**config.mk**
```make
export PLATFORM = sky130hd
export DESIGN_NAME = switch_link_tx_flat
export DESIGN_NICKNAME = d
export VERILOG_FILES = /design/src/rtl/chiplet_types_pkg.sv /design/src/rtl/switch_link_tx_pkg.sv /design/src/rtl/switch_link_tx_if.sv /design/src/rtl/switch_link_tx_credit_counter.sv /design/src/rtl/switch_link_tx.sv /design/src/flat_wrapper.sv
export SDC_FILE = /design/constraint.sdc
export NUM_CORES = 1
export LEC_CHECK = 0
export BUFFER_PORTS_ARGS = -buffer_cell sky130_fd_sc_hd__buf_4
export CELL_PAD_IN_SITES_DETAIL_PLACEMENT = 1
export CELL_PAD_IN_SITES_GLOBAL_PLACEMENT = 2
export CORE_MARGIN = 3
export CORE_UTILIZATION = 27
export CTS_BUF_LIST = sky130_fd_sc_hd__clkbuf_16
export DETAILED_ROUTE_END_ITERATION = 6
export GPL_TIMING_DRIVEN = 0
export HOLD_SLACK_MARGIN = 0.06
export PLACE_DENSITY = 0.77
export RECOVER_POWER = 25
export SLEW_MARGIN = 20
export SYNTH_ARGS = -nofsm -noshare
export SYNTH_HDL_FRONTEND = slang
export SYNTH_HIERARCHICAL = 1
export SYNTH_SLANG_ARGS = --single-unit
export TNS_END_PERCENT = 30
```
**constraint.sdc**
```tcl
create_clock -name clk -period 3.5 [get_ports clk]
set_clock_uncertainty 0.2 [all_clocks]
set_input_delay 0.35 -clock clk [delete_from_list [all_inputs] [get_ports clk]]
set_output_delay 0.35 -clock clk [all_outputs]
set_load 0.02 [all_outputs]
```
**src/rtl/chiplet_types_pkg.sv**
```systemverilog
// Shared link types for the chiplet switch fabric: flit format and VC field width.
// LINK_VC_W must be wide enough to encode every VC of the widest link in the system.
package chiplet_types_pkg;

  localparam int LINK_VC_W   = 1;
  localparam int FLIT_DATA_W = 32;

  typedef struct packed {
    logic [LINK_VC_W-1:0]   vc;
    logic [FLIT_DATA_W-1:0] data;
  } flit_t;

endpackage

```
**src/rtl/switch_link_tx_pkg.sv**
```systemverilog
// Local definitions for the switch link transmitter: FSM state encoding.
package switch_link_tx_pkg;

  typedef enum logic {
    ST_IDLE = 1'b0,
    ST_SEND = 1'b1
  } tx_state_e;

endpackage

```
**src/rtl/switch_link_tx_if.sv**
```systemverilog
// Source-side flit handshake into the link transmitter.
// master = packet source, slave = switch_link_tx.
interface switch_link_tx_if;
  import chiplet_types_pkg::*;

  logic  src_valid;
  flit_t src_flit;
  logic  src_last;
  logic  src_ready;

  modport master (
    output src_valid,
    output src_flit,
    output src_last,
    input  src_ready
  );

  modport slave (
    input  src_valid,
    input  src_flit,
    input  src_last,
    output src_ready
  );

endinterface

```
**src/rtl/switch_link_tx_credit_counter.sv**
```systemverilog
// Per-VC saturating credit counter with a sticky overflow flag.
// Starts full because the receiver buffer is empty out of reset.
module link_credit_counter #(
  parameter int BUFFER_SIZE = 8,
  parameter int CW          = $clog2(BUFFER_SIZE + 1)
) (
  input  logic          clk,
  input  logic          rst,
  input  logic          dec,
  input  logic          inc,
  output logic [CW-1:0] count,
  output logic          ovf
);

  logic [CW-1:0] count_q, count_d;
  logic          ovf_q, ovf_d;
  logic [CW:0]   sum;

  // One extra bit so a return onto a full counter is detectable before saturating.
  always_comb begin
    sum     = {1'b0, count_q} + (CW + 1)'(inc) - (CW + 1)'(dec);
    count_d = sum[CW-1:0];
    ovf_d   = ovf_q;
    if (sum > (CW + 1)'(BUFFER_SIZE)) begin
      count_d = CW'(BUFFER_SIZE);
      ovf_d   = 1'b1;
    end
  end

  always_ff @(posedge clk) begin
    if (rst) begin
      count_q <= CW'(BUFFER_SIZE);
      ovf_q   <= 1'b0;
    end else begin
      count_q <= count_d;
      ovf_q   <= ovf_d;
    end
  end

  assign count = count_q;
  assign ovf   = ovf_q;

endmodule

```
**src/rtl/switch_link_tx.sv**
```systemverilog
// Transmit side of a switch link: wormhole VC locking, per-VC credit flow control
// and a registered flit/data_ready output stage.
module switch_link_tx
  import chiplet_types_pkg::*;
  import switch_link_tx_pkg::*;
#(
  parameter  int NUM_VCS     = 2,
  parameter  int BUFFER_SIZE = 8,
  localparam int CW          = $clog2(BUFFER_SIZE + 1)
) (
  input  logic                   clk,
  input  logic                   rst,
  switch_link_tx_if.slave        src,
  output flit_t                  tx_out,
  output logic                   data_ready_out,
  input  logic [NUM_VCS-1:0]     credit_granted,
  output logic                   packet_sent,
  output logic [NUM_VCS*CW-1:0]  credits,
  output logic                   busy,
  output logic                   err_credit_ovf
);

  tx_state_e            state_q, state_d;
  logic [LINK_VC_W-1:0] locked_vc_q, locked_vc_d;
  flit_t                tx_q, tx_d;
  logic                 data_ready_q, data_ready_d;
  logic                 packet_sent_q, packet_sent_d;

  logic [LINK_VC_W-1:0] tgt;
  logic                 ready;
  logic                 accept;
  logic [NUM_VCS-1:0]   dec;
  logic [NUM_VCS-1:0]   ovf;
  logic [CW-1:0]        cnt [NUM_VCS];

  // Once a head is accepted the packet stays on its VC, whatever later flits claim.
  assign tgt = (state_q == ST_IDLE) ? src.src_flit.vc : locked_vc_q;

  always_comb begin
    ready = 1'b0;
    for (int v = 0; v < NUM_VCS; v++) begin
      if (tgt == LINK_VC_W'(v)) begin
        ready = (cnt[v] != '0);
      end
    end
  end

  assign accept        = src.src_valid && ready;
  assign src.src_ready = ready;

  always_comb begin
    for (int v = 0; v < NUM_VCS; v++) begin
      dec[v] = accept && (tgt == LINK_VC_W'(v));
    end
  end

  for (genvar v = 0; v < NUM_VCS; v++) begin : g_credit
    link_credit_counter #(
      .BUFFER_SIZE (BUFFER_SIZE),
      .CW          (CW)
    ) u_credit (
      .clk   (clk),
      .rst   (rst),
      .dec   (dec[v]),
      .inc   (credit_granted[v]),
      .count (cnt[v]),
      .ovf   (ovf[v])
    );
    assign credits[v*CW +: CW] = cnt[v];
  end

  assign err_credit_ovf = |ovf;

  always_comb begin
    state_d       = state_q;
    locked_vc_d   = locked_vc_q;
    tx_d          = '0;
    data_ready_d  = 1'b0;
    packet_sent_d = 1'b0;
    if (accept) begin
      tx_d          = src.src_flit;
      tx_d.vc       = tgt;
      data_ready_d  = 1'b1;
      packet_sent_d = src.src_last;
      case (state_q)
        ST_IDLE: begin
          if (!src.src_last) begin
            state_d     = ST_SEND;
            locked_vc_d = src.src_flit.vc;
          end
        end
        ST_SEND: begin
          if (src.src_last) begin
            state_d = ST_IDLE;
          end
        end
        default: state_d = ST_IDLE;
      endcase
    end
  end

  always_ff @(posedge clk) begin
    if (rst) begin
      state_q       <= ST_IDLE;
      locked_vc_q   <= '0;
      tx_q          <= '0;
      data_ready_q  <= 1'b0;
      packet_sent_q <= 1'b0;
    end else begin
      state_q       <= state_d;
      locked_vc_q   <= locked_vc_d;
      tx_q          <= tx_d;
      data_ready_q  <= data_ready_d;
      packet_sent_q <= packet_sent_d;
    end
  end

  assign tx_out         = tx_q;
  assign data_ready_out = data_ready_q;
  assign packet_sent    = packet_sent_q;
  assign busy           = (state_q == ST_SEND);

endmodule
```
**src/flat_wrapper.sv**
```systemverilog
// flat-port wrapper written by rule: the top's interface ports become plain ports
module switch_link_tx_flat import chiplet_types_pkg::*; import switch_link_tx_pkg::*;
#(
  parameter  int NUM_VCS     = 2,
  parameter  int BUFFER_SIZE = 8,
  localparam int CW          = $clog2(BUFFER_SIZE + 1)
)
  (clk, rst, tx_out, data_ready_out, credit_granted, packet_sent, credits, busy, err_credit_ovf, src_src_valid, src_src_flit, src_src_last, src_src_ready);
  switch_link_tx_if src_i ();
  input  logic clk;
  input  logic rst;
  output flit_t tx_out;
  output logic data_ready_out;
  input  logic [NUM_VCS-1:0] credit_granted;
  output logic packet_sent;
  output logic [NUM_VCS*CW-1:0] credits;
  output logic busy;
  output logic err_credit_ovf;
  input wire logic [$bits(src_i.src_valid)-1:0] src_src_valid;
  input wire logic [$bits(src_i.src_flit)-1:0] src_src_flit;
  input wire logic [$bits(src_i.src_last)-1:0] src_src_last;
  output wire logic [$bits(src_i.src_ready)-1:0] src_src_ready;
  assign src_i.src_valid = src_src_valid;
  assign src_i.src_flit = src_src_flit;
  assign src_i.src_last = src_src_last;
  assign src_src_ready = src_i.src_ready;
  switch_link_tx #(.NUM_VCS(NUM_VCS), .BUFFER_SIZE(BUFFER_SIZE)) u_core (.clk(clk), .rst(rst), .src(src_i), .tx_out(tx_out), .data_ready_out(data_ready_out), .credit_granted(credit_granted), .packet_sent(packet_sent), .credits(credits), .busy(busy), .err_credit_ovf(err_credit_ovf));
endmodule
```
==> implementation parameters, run 1 <==
Parameter                              Value

Status
  Run status ... finished, final reports clean

Logic synthesis
  Number of instances in the synthesized netlist ... between 150 and 200
  Leading cell type by number of instances after synthesis ... sky130_fd_sc_hd__dfxtp_1
  Synth Register Bits ... between 40 and 50
  Count of flip-flops with a built-in enable after synthesis ... 0
  Yosys warning count ... 6
  Dominant synthesized flop cell ... sky130_fd_sc_hd__dfxtp_1
  Biggest area consumer among synthesized cells ... sky130_fd_sc_hd__dfxtp_1
  Synth async-reset ratio ... 0%
  Area share of the largest cell type after synthesis ... roughly half
  Commonest cells in the netlist ... sky130_fd_sc_hd__dfxtp_1 (47), sky130_fd_sc_hd__and2_4 (29), sky130_fd_sc_hd__inv_1 (16)
  Synthesized area per cell ... roughly 11 um2
  Netlist area before placement ... 1840 um2
  Count of unique library cells instantiated by Yosys ... 31
  Number of nets produced by synthesis ... ~210
  Leading post-synthesis cells by cell area ... sky130_fd_sc_hd__dfxtp_1 (51%), sky130_fd_sc_hd__and2_4 (14%), sky130_fd_sc_hd__ha_1 (6.8%)
  Sequential fraction of the synthesis area ... 51.1%

Floorplan
  Die Area ... 7840 um2
  Die outline height ... ~89 um
  Chip Width ... roughly 90 um
  Count of standard-cell rows ... 29
  Io pins ... 85
  Area of the core ... between 6000 and 7000 um2
  Initial Util ... about 28%

STA
  Post-layout minimum cycle time ... between 3 and 4 ns
  Final setup violating endpoints ... 0
  Max-slew violations ... 0
  Max Freq ... 309 MHz
  Final count of hold timing violations ... 0
  Post-route worst hold slack ... ~0.071 ns
  Transition at the pin with the smallest max-transition slack ... 0.425 ns
  Tightest slew margin relative to the limit ... between 70% and 80%
  Period utilization ... a little over 90%
  RSZ-0062 raised after global routing ... no
  Final TNS setup ... 0 ns

Detailed routing
  Count of vias placed by the detailed router ... ~1400
  Antenna viol nets, final ... 0
  Wire length reported by the detailed router ... around 4.4 mm
  Vias per cell ... ~4.4
  Total DRC errors in the routed layout ... 0
  Router iterations before antenna repair ... 4
  Routed len/inst ... 13.2 um
  Detailed Route Iter0 Violations ... 15

Worst setup path
  Cells along the critical path ... or4_1 > and3b_1 > ha_1 > inv_1 > ha_1 > inv_1 > fa_1 > nand2b_1 > a21oi_2 > xnor2_1 > or3_1
  CP Class ... reg -> reg
  Largest driver fanout on the critical path ... 5
  Critical Path RT ... 3.47 ns
  Startpoint of the lowest-slack register-to-register path ... u_core/g_credit[1].u_credit/count[1]
  Endpoint of the lowest-slack register-to-register path ... u_core/g_credit[1].u_credit/count[3]
  Last element of the critical path ... u_core/g_credit[1].u_credit/count[3]
  Worst setup slack for register-to-register paths ... between 0.2 and 0.3 ns
  Cell family contributing the most delay on the critical path ... simple AND/OR/NAND/NOR gates
  Capturing element type of the critical path ... flip-flop
  Start point of the critical path ... u_core/g_credit[1].u_credit/count[1]
  Slowest stage delay, CP ... 0.55 ns
  CP arrival ... roughly 3.2 ns
  CP bufs+invs ... 2
  Slowest cell on the critical path ... sky130_fd_sc_hd__or4_1
  Crit start category ... flip-flop
  Cell depth of the worst flop-to-flop path ... 11
  Number of logic stages on the critical path including buffering ... 11

Pwr
  Total power ... 2060 uW
  Max VDD drop ... between 0.2 and 0.3 mV
  LEAKAGE ... ~0.0012 uW
  Total power per unit cell area ... between 700 and 800 nW/um2

Hold path
  Hold path start ... src_src_flit[20]
  Worst Hold Class ... in -> reg
  Number of cells traversed by the worst hold path ... 2

Placement
  # port buffers ... 84
  Placed Instance Area ... about 2600 um2
  Detailed placement HPWL ... roughly 3.5 mm
  Global placer's final weighted congestion ... 0.696
  Cell count after placement ... around 320

CTS
  Hold-fix buffers, CTS ... 0
  Clock root buffer ... sky130_fd_sc_hd__clkbuf_16
  Number of levels the H-tree was split into ... 2
  Number of clock sinks ... 47
  CTS resizes ... 0
  Clk_lat worst skew ... 0.28 ns
  Max Root-Sink Buffers ... 2
  Number of buffers created by CTS ... 5
  TritonCTS clock tree ... built
  Number of setup buffers added after CTS ... 0
  Clock-pin transition on the worst setup and hold timing paths ... 0.06 ns

Global routing
  Grt met1 use ... about an eighth
  Most congested layer reported by global routing ... met2
  GRT Total Usage ... 11.1%
  Number of antenna violations at the first check in global routing ... 0
  Overflow left after global routing ... 0
  Met2 layer usage reported by global route ... 19.6%
  Maximum number of pins on one net before global-route repair ... 17
  Vias in the first global route ... roughly 1400
  Grt met3 use ... around 3.7%
  Global-route wire length before repair ... between 6 and 7 mm

Run
  Maximum capacitance violations ... 0

Final layout
  Area growth from synthesis to layout ... 45.1%
  Final instance area ... around 2700 um2
  Antenna fix cells ... 0
  Net count, final ... 304
  Cell Count, Final, Fillers Out ... approximately 330
  Ratio of cells with drive above 1 in the final layout ... between 40% and 50%
placed cells by master (no fill, tap or decap), types with 2 or more instances in the layout:
master / n
sky130_fd_sc_hd__xor2_1: 2
sky130_fd_sc_hd__fa_1: 2
sky130_fd_sc_hd__a31oi_1: 2
sky130_fd_sc_hd__nor4_1: 6
sky130_fd_sc_hd__nor2_1: 8
sky130_fd_sc_hd__and2_4: 29
sky130_fd_sc_hd__buf_4: 61
sky130_fd_sc_hd__ha_1: 10
sky130_fd_sc_hd__clkbuf_1: 23
sky130_fd_sc_hd__bufinv_16: 2
sky130_fd_sc_hd__xnor2_1: 4
sky130_fd_sc_hd__nand2b_1: 2
sky130_fd_sc_hd__or4_1: 2
sky130_fd_sc_hd__a21o_1: 2
sky130_fd_sc_hd__mux2_2: 2
sky130_fd_sc_hd__or3_1: 2
sky130_fd_sc_hd__buf_6: 3
sky130_fd_sc_hd__clkbuf_16: 5
sky130_fd_sc_hd__a21oi_1: 4
sky130_fd_sc_hd__dfxtp_1: 47
sky130_fd_sc_hd__inv_1: 17
sky130_fd_sc_hd__and2_1: 4
sky130_fd_sc_hd__a21oi_2: 2
sky130_fd_sc_hd__o2bb2ai_1: 2
state kept, by name, indices dropped and copies added (netlist names):
name / flops
u_core/g_credit.u_credit/ovf: 2
u_core/tx_out: 33
u_core/busy: 1
u_core/packet_sent: 1
u_core/data_ready_out: 1
u_core/g_credit.u_credit/count: 8
u_core/locked_vc_q: 1
worst min-delay path by stage:
stage                    endpoint  slack (ns)
3_3_place_gp          u_core/busy        0.35
4_1_cts         u_core/tx_out[20]        0.07
2_1_floorplan  u_core/locked_vc_q        0.22
3_5_place_dp    u_core/tx_out[20]        0.36
6_report        u_core/tx_out[20]        0.07
5_1_grt         u_core/tx_out[28]        0.07
cells by family after synthesis:
family	Yosys count	synth area share, %
buf+inv	19	5.10
xor+xnor	6	2.86
compound gates	14	5.51
fa+ha+maj	12	8.97
flops	47	51.1
mux	4	2.58
simple gates	60	23.9
per-layer routing:
layer  vias up  routed length (um)  share of wire (%)
li1        708                   -                  -
met2        59                2060                 47
met1       677                1910                 44
met4         0                  50                1.1
met3         5                 357                8.2
met5         -                   0                  0
power breakdown:
part / leakage (uW) / switching, uW / internal, uW
sequential: 0.000386 / 57.2 / 617
combinational: 0.000756 / 423 / 365
clock: 0.0000952 / 192 / 406
total: 0.00124 / 673 / 1390
area by class of cell:
type | count | area (um2)
Timing Repair Buffer | 84 | 544
Sequential cell | 47 | 941
Multi-Input combinational cell | 96 | 806
Tap cell | 77 | 96.3
Buffer | 3 | 33.8
Clock inverter | 3 | 63.8
Fill cell | 750 | 3820
Clock buffer | 5 | 125
Inverter | 16 | 60.1
stage by stage:
stage               utilization (%)  setup WS [ns]
global placement               39.5          0.269
global route                   41.1         0.0503
detailed placement             39.5          0.237
CTS                            42.4          0.220
floorplan                         -          0.385
finish                         41.1          0.268
worst register-to-register path, delay by kind of cell, from the launching register on:
| kind | cells | cell delay [ns] |
|---|---|---|
| AOI/OAI and AO/OA | 1 | 0.17 |
| xor gates and xnor gates | 1 | 0.14 |
| and+or+nand+nor | 4 | 1.29 |
| DFF | 1 | 0.37 |
| adders and majority gates | 3 | 0.84 |
| buffers and inverters | 2 | 0.11 |
Power figures use the tool's default switching activity.
==> run 2, diff against run 1 <==
--- a/config.mk
+++ b/config.mk
@@ -12,4 +12,5 @@
 export CORE_UTILIZATION = 27
 export CTS_BUF_LIST = sky130_fd_sc_hd__clkbuf_16
+export CTS_CLUSTER_DIAMETER = 50
 export DETAILED_ROUTE_END_ITERATION = 6
 export GPL_TIMING_DRIVEN = 0
==> constraint.sdc (replaced) <==
create_clock -name clk -period 3.5 [get_ports clk]
set_clock_uncertainty 0.2 [all_clocks]
set_input_delay 0 -clock clk [delete_from_list [all_inputs] [get_ports clk]]
set_output_delay 0 -clock clk [all_outputs]
set_load 0.1 [all_outputs]
==> run 2 against run 1 <==
Against the previous run: largest power group unchanged; global-route usage is 1.9 points higher; sequential power hardly changed; worst setup slack better by 0.011 ns; critical endpoint is now u_core/g_credit[0].u_credit/count[3]; sequential share of layout area is 4.5 points lower; utilization is 6.2 points higher; clock power hardly changed; first-iteration DRC count is 47% higher; power is 24% higher; highest routed layer unchanged.
==> implementation parameters, run 2 (same netlist as run 1, synthesis figures left out) <==
Parameter                              Value

Floorplan
  Chip Width ... 88.6 um (unchanged)
  Count of standard-cell rows ... 29 (unchanged)
  Io pins ... 85 (unchanged)
  Area of the core ... 6490 um2 (unchanged)
  Die outline height ... 88.6 um (unchanged)
  Initial Util ... 28.3% (unchanged)
  Die Area ... 7840 um2 (unchanged)

CTS
  Hold-fix buffers, CTS ... 40 (was 0)
  Number of levels the H-tree was split into ... 2 (unchanged)
  Number of buffers created by CTS ... 5 (unchanged)
  Number of setup buffers added after CTS ... 0 (unchanged)
  Clk_lat worst skew ... 0.28 ns (about the same)
  Clock root buffer ... sky130_fd_sc_hd__clkbuf_16 (unchanged)
  CTS resizes ... 0 (unchanged)
  Number of clock sinks ... 47 (unchanged)
  Max Root-Sink Buffers ... 2 (unchanged)
  Clock-pin transition on the worst setup and hold timing paths ... 0.06 ns (about the same)
  TritonCTS clock tree ... built (unchanged)

Pwr
  LEAKAGE ... 0.00141 uW (was 0.00124 uW)
  Max VDD drop ... 0.514 mV (was 0.269 mV)
  Total power per unit cell area ... 833 nW/um2 (was 772 nW/um2)

Detailed routing
  Length of routed met2 wiring ... 2.35 mm (was 2.06 mm)
  Routed len/inst ... 13.7 um (was 13.2 um)
  Antenna viol nets, final ... 0 (unchanged)
  Router iterations before antenna repair ... 4 (unchanged)
  Count of vias placed by the detailed router ... 1600 (was 1449)
  Total DRC errors in the routed layout ... 0 (unchanged)
  Met3 wirelength from detailed routing ... 402 um (was 357 um)
  Vias per cell ... 4.31 (was 4.38)
  Post-Route M1 WL ... 2.29 mm (was 1.91 mm)
  Wire length reported by the detailed router ... 5.10 mm (was 4.38 mm)
  Top layer used by detailed routing ... met4 (unchanged)
  Detailed Route Iter0 Violations ... 22 (was 15)

Final layout
  Commonest cells after routing, fill and taps aside ... sky130_fd_sc_hd__buf_4 (61), sky130_fd_sc_hd__dfxtp_1 (45), sky130_fd_sc_hd__dlygate4sd3_1 (40) (was sky130_fd_sc_hd__buf_4 (61), sky130_fd_sc_hd__dfxtp_1 (47), sky130_fd_sc_hd__and2_4 (29))
  Number of flip-flops under the largest register name ... 33 (unchanged)
  Most common cell after layout, fill and taps aside ... sky130_fd_sc_hd__buf_4 (unchanged)
  Final design utilization ... 47.3% (was 41.1%)
  Number of fillers in the final layout ... 747 (was 750)
  Antenna fix cells ... 0 (unchanged)
  Area growth from synthesis to layout ... 67.0% (was 45.1%)
  Ratio of cells with drive above 1 in the final layout ... 37.4% (was 42.5%)
  Net count, final ... 344 (was 304)

Worst setup path
  CP Class ... reg -> reg (unchanged)
  CP arrival ... 3.18 ns (was 3.20 ns)
  Endpoint of the lowest-slack register-to-register path ... u_core/g_credit[0].u_credit/count[3] (was u_core/g_credit[1].u_credit/count[3])
  Worst setup slack for register-to-register paths ... 0.28 ns (was 0.27 ns)
  Startpoint of the lowest-slack register-to-register path ... u_core/g_credit[0].u_credit/count[3] (was u_core/g_credit[1].u_credit/count[1])
  Critical Path RT ... 3.46 ns (was 3.47 ns)
  Largest driver fanout on the critical path ... 5 (unchanged)
  Capturing element type of the critical path ... flip-flop (unchanged)
  Crit start category ... flip-flop (unchanged)
  Cell depth of the worst flop-to-flop path ... 11 (unchanged)

Global routing
  GRT Total Usage ... 13.0% (was 11.1%)
  Number of antenna violations at the first check in global routing ... 0 (unchanged)
  Maximum number of pins on one net before global-route repair ... 17 (unchanged)
  Global-route wire length before repair ... 7.74 mm (was 6.73 mm)
  Vias in the first global route ... 1625 (was 1449)
  Overflow left after global routing ... 0 (unchanged)

STA
  Period utilization ... 92.0% (was 92.3%)
  Max Freq ... 310 MHz (was 309 MHz)
  Max-slew violations ... 0 (unchanged)
  Final count of hold timing violations ... 0 (unchanged)
  Transition at the pin with the smallest max-transition slack ... 1.21 ns (was 0.425 ns)
  Final setup violating endpoints ... 0 (unchanged)
  Worst setup slack after layout ... 0.279 ns (was 0.268 ns)
  RSZ-0062 raised after global routing ... no (unchanged)
  Tightest slew margin relative to the limit ... 19.5% (was 71.4%)
  Post-layout minimum cycle time ... 3.22 ns (was 3.23 ns)

Status
  Run status ... finished, final reports clean (unchanged)

Hold path
  Hold path start ... src_src_flit[16] (was src_src_flit[20])
  Worst Hold Class ... in -> reg (unchanged)
  Worst-case hold path end point ... u_core/tx_out[16] (was u_core/tx_out[20])
  Number of cells traversed by the worst hold path ... 3 (was 2)

Run
  Maximum capacitance violations ... 0 (unchanged)

Placement
  Global placer's final weighted congestion ... 0.736 (was 0.696)
  Detailed placement HPWL ... 3.51 mm (was 3.52 mm)
  Worst Setup Slack post-DPL ... 0.247 ns (was 0.237 ns)
  # port buffers ... 84 (unchanged)
-- run 2: cell types whose count changed in the layout (fill, tap and decap cells not counted) --
| cell | delta |
|---|---|
| sky130_fd_sc_hd__dfxtp_1 | -2 |
| sky130_fd_sc_hd__dfxtp_2 | +2 |
| sky130_fd_sc_hd__dlygate4sd3_1 | +40 |
-- run 2: worst max-delay path by stage --
stage                                              start                                    to  slack [ns]  depth (start not counted)
global placement    u_core/g_credit[0].u_credit/count[3]  u_core/g_credit[0].u_credit/count[3]        0.27                         11
finish              u_core/g_credit[0].u_credit/count[3]  u_core/g_credit[0].u_credit/count[3]        0.28                         11
global route        u_core/g_credit[0].u_credit/count[3]  u_core/g_credit[0].u_credit/count[3]        0.11                         11
floorplan           u_core/g_credit[0].u_credit/count[3]  u_core/g_credit[0].u_credit/count[3]     -0.0008                         11
detailed placement  u_core/g_credit[0].u_credit/count[3]  u_core/g_credit[0].u_credit/count[3]        0.25                         11
CTS                 u_core/g_credit[0].u_credit/count[3]  u_core/g_credit[0].u_credit/count[3]        0.23                         11
-- run 2: stage by stage --
stage                     hold slack, ns  setup TNS, ns  std cells  area, um2  total power (uW)
after floorplan                   -0.135      -0.000817        162       1840              1690
after global placement           0.00229              0        323       2570              1940
after detailed placement         0.00899              0        323       2570              1960
after CTS                          0.273              0        371       3160              2610
after global routing               0.273              0        371       3070              2710
final                              0.275              0        371       3070              2560
-- run 2: area by class of cell --
class                           instances  area, um2  share of cell area (%)
Clock inverter                          3       63.8                    2.08
Buffer                                  3       33.8                    1.10
Timing Repair Buffer                  124        945                    30.7
Multi-Input combinational cell         96        806                    26.2
Clock buffer                            5        125                    4.07
Inverter                               16       60.1                    1.95
Sequential cell                        47        943                    30.7
Tap cell                               77       96.3                    3.14
-- run 2: routing by layer --
metal / vias up / GRT usage, %
met5: - / 0
met4: 0 / 4.12
met3: 5 / 3.82
met2: 68 / 23.0
met1: 736 / 15.1
li1: 791 / -
-- run 2: worst max-delay path, stage by stage, from the launching register on --
cell and delay (ns):
sky130_fd_sc_hd__dfxtp_1 0.35, sky130_fd_sc_hd__or4_1 0.57, sky130_fd_sc_hd__and3_1 0.20, sky130_fd_sc_hd__ha_1 0.29
sky130_fd_sc_hd__inv_1 0.06, sky130_fd_sc_hd__ha_1 0.16, sky130_fd_sc_hd__inv_1 0.05, sky130_fd_sc_hd__fa_1 0.39
sky130_fd_sc_hd__nand2b_1 0.18, sky130_fd_sc_hd__a21oi_2 0.18, sky130_fd_sc_hd__xnor2_1 0.13, sky130_fd_sc_hd__or3_1 0.35
-- run 2: power breakdown --
group          switching (uW)  internal (uW)
Sequential               58.7            618
Clock                     189            406
Combinational             887            399
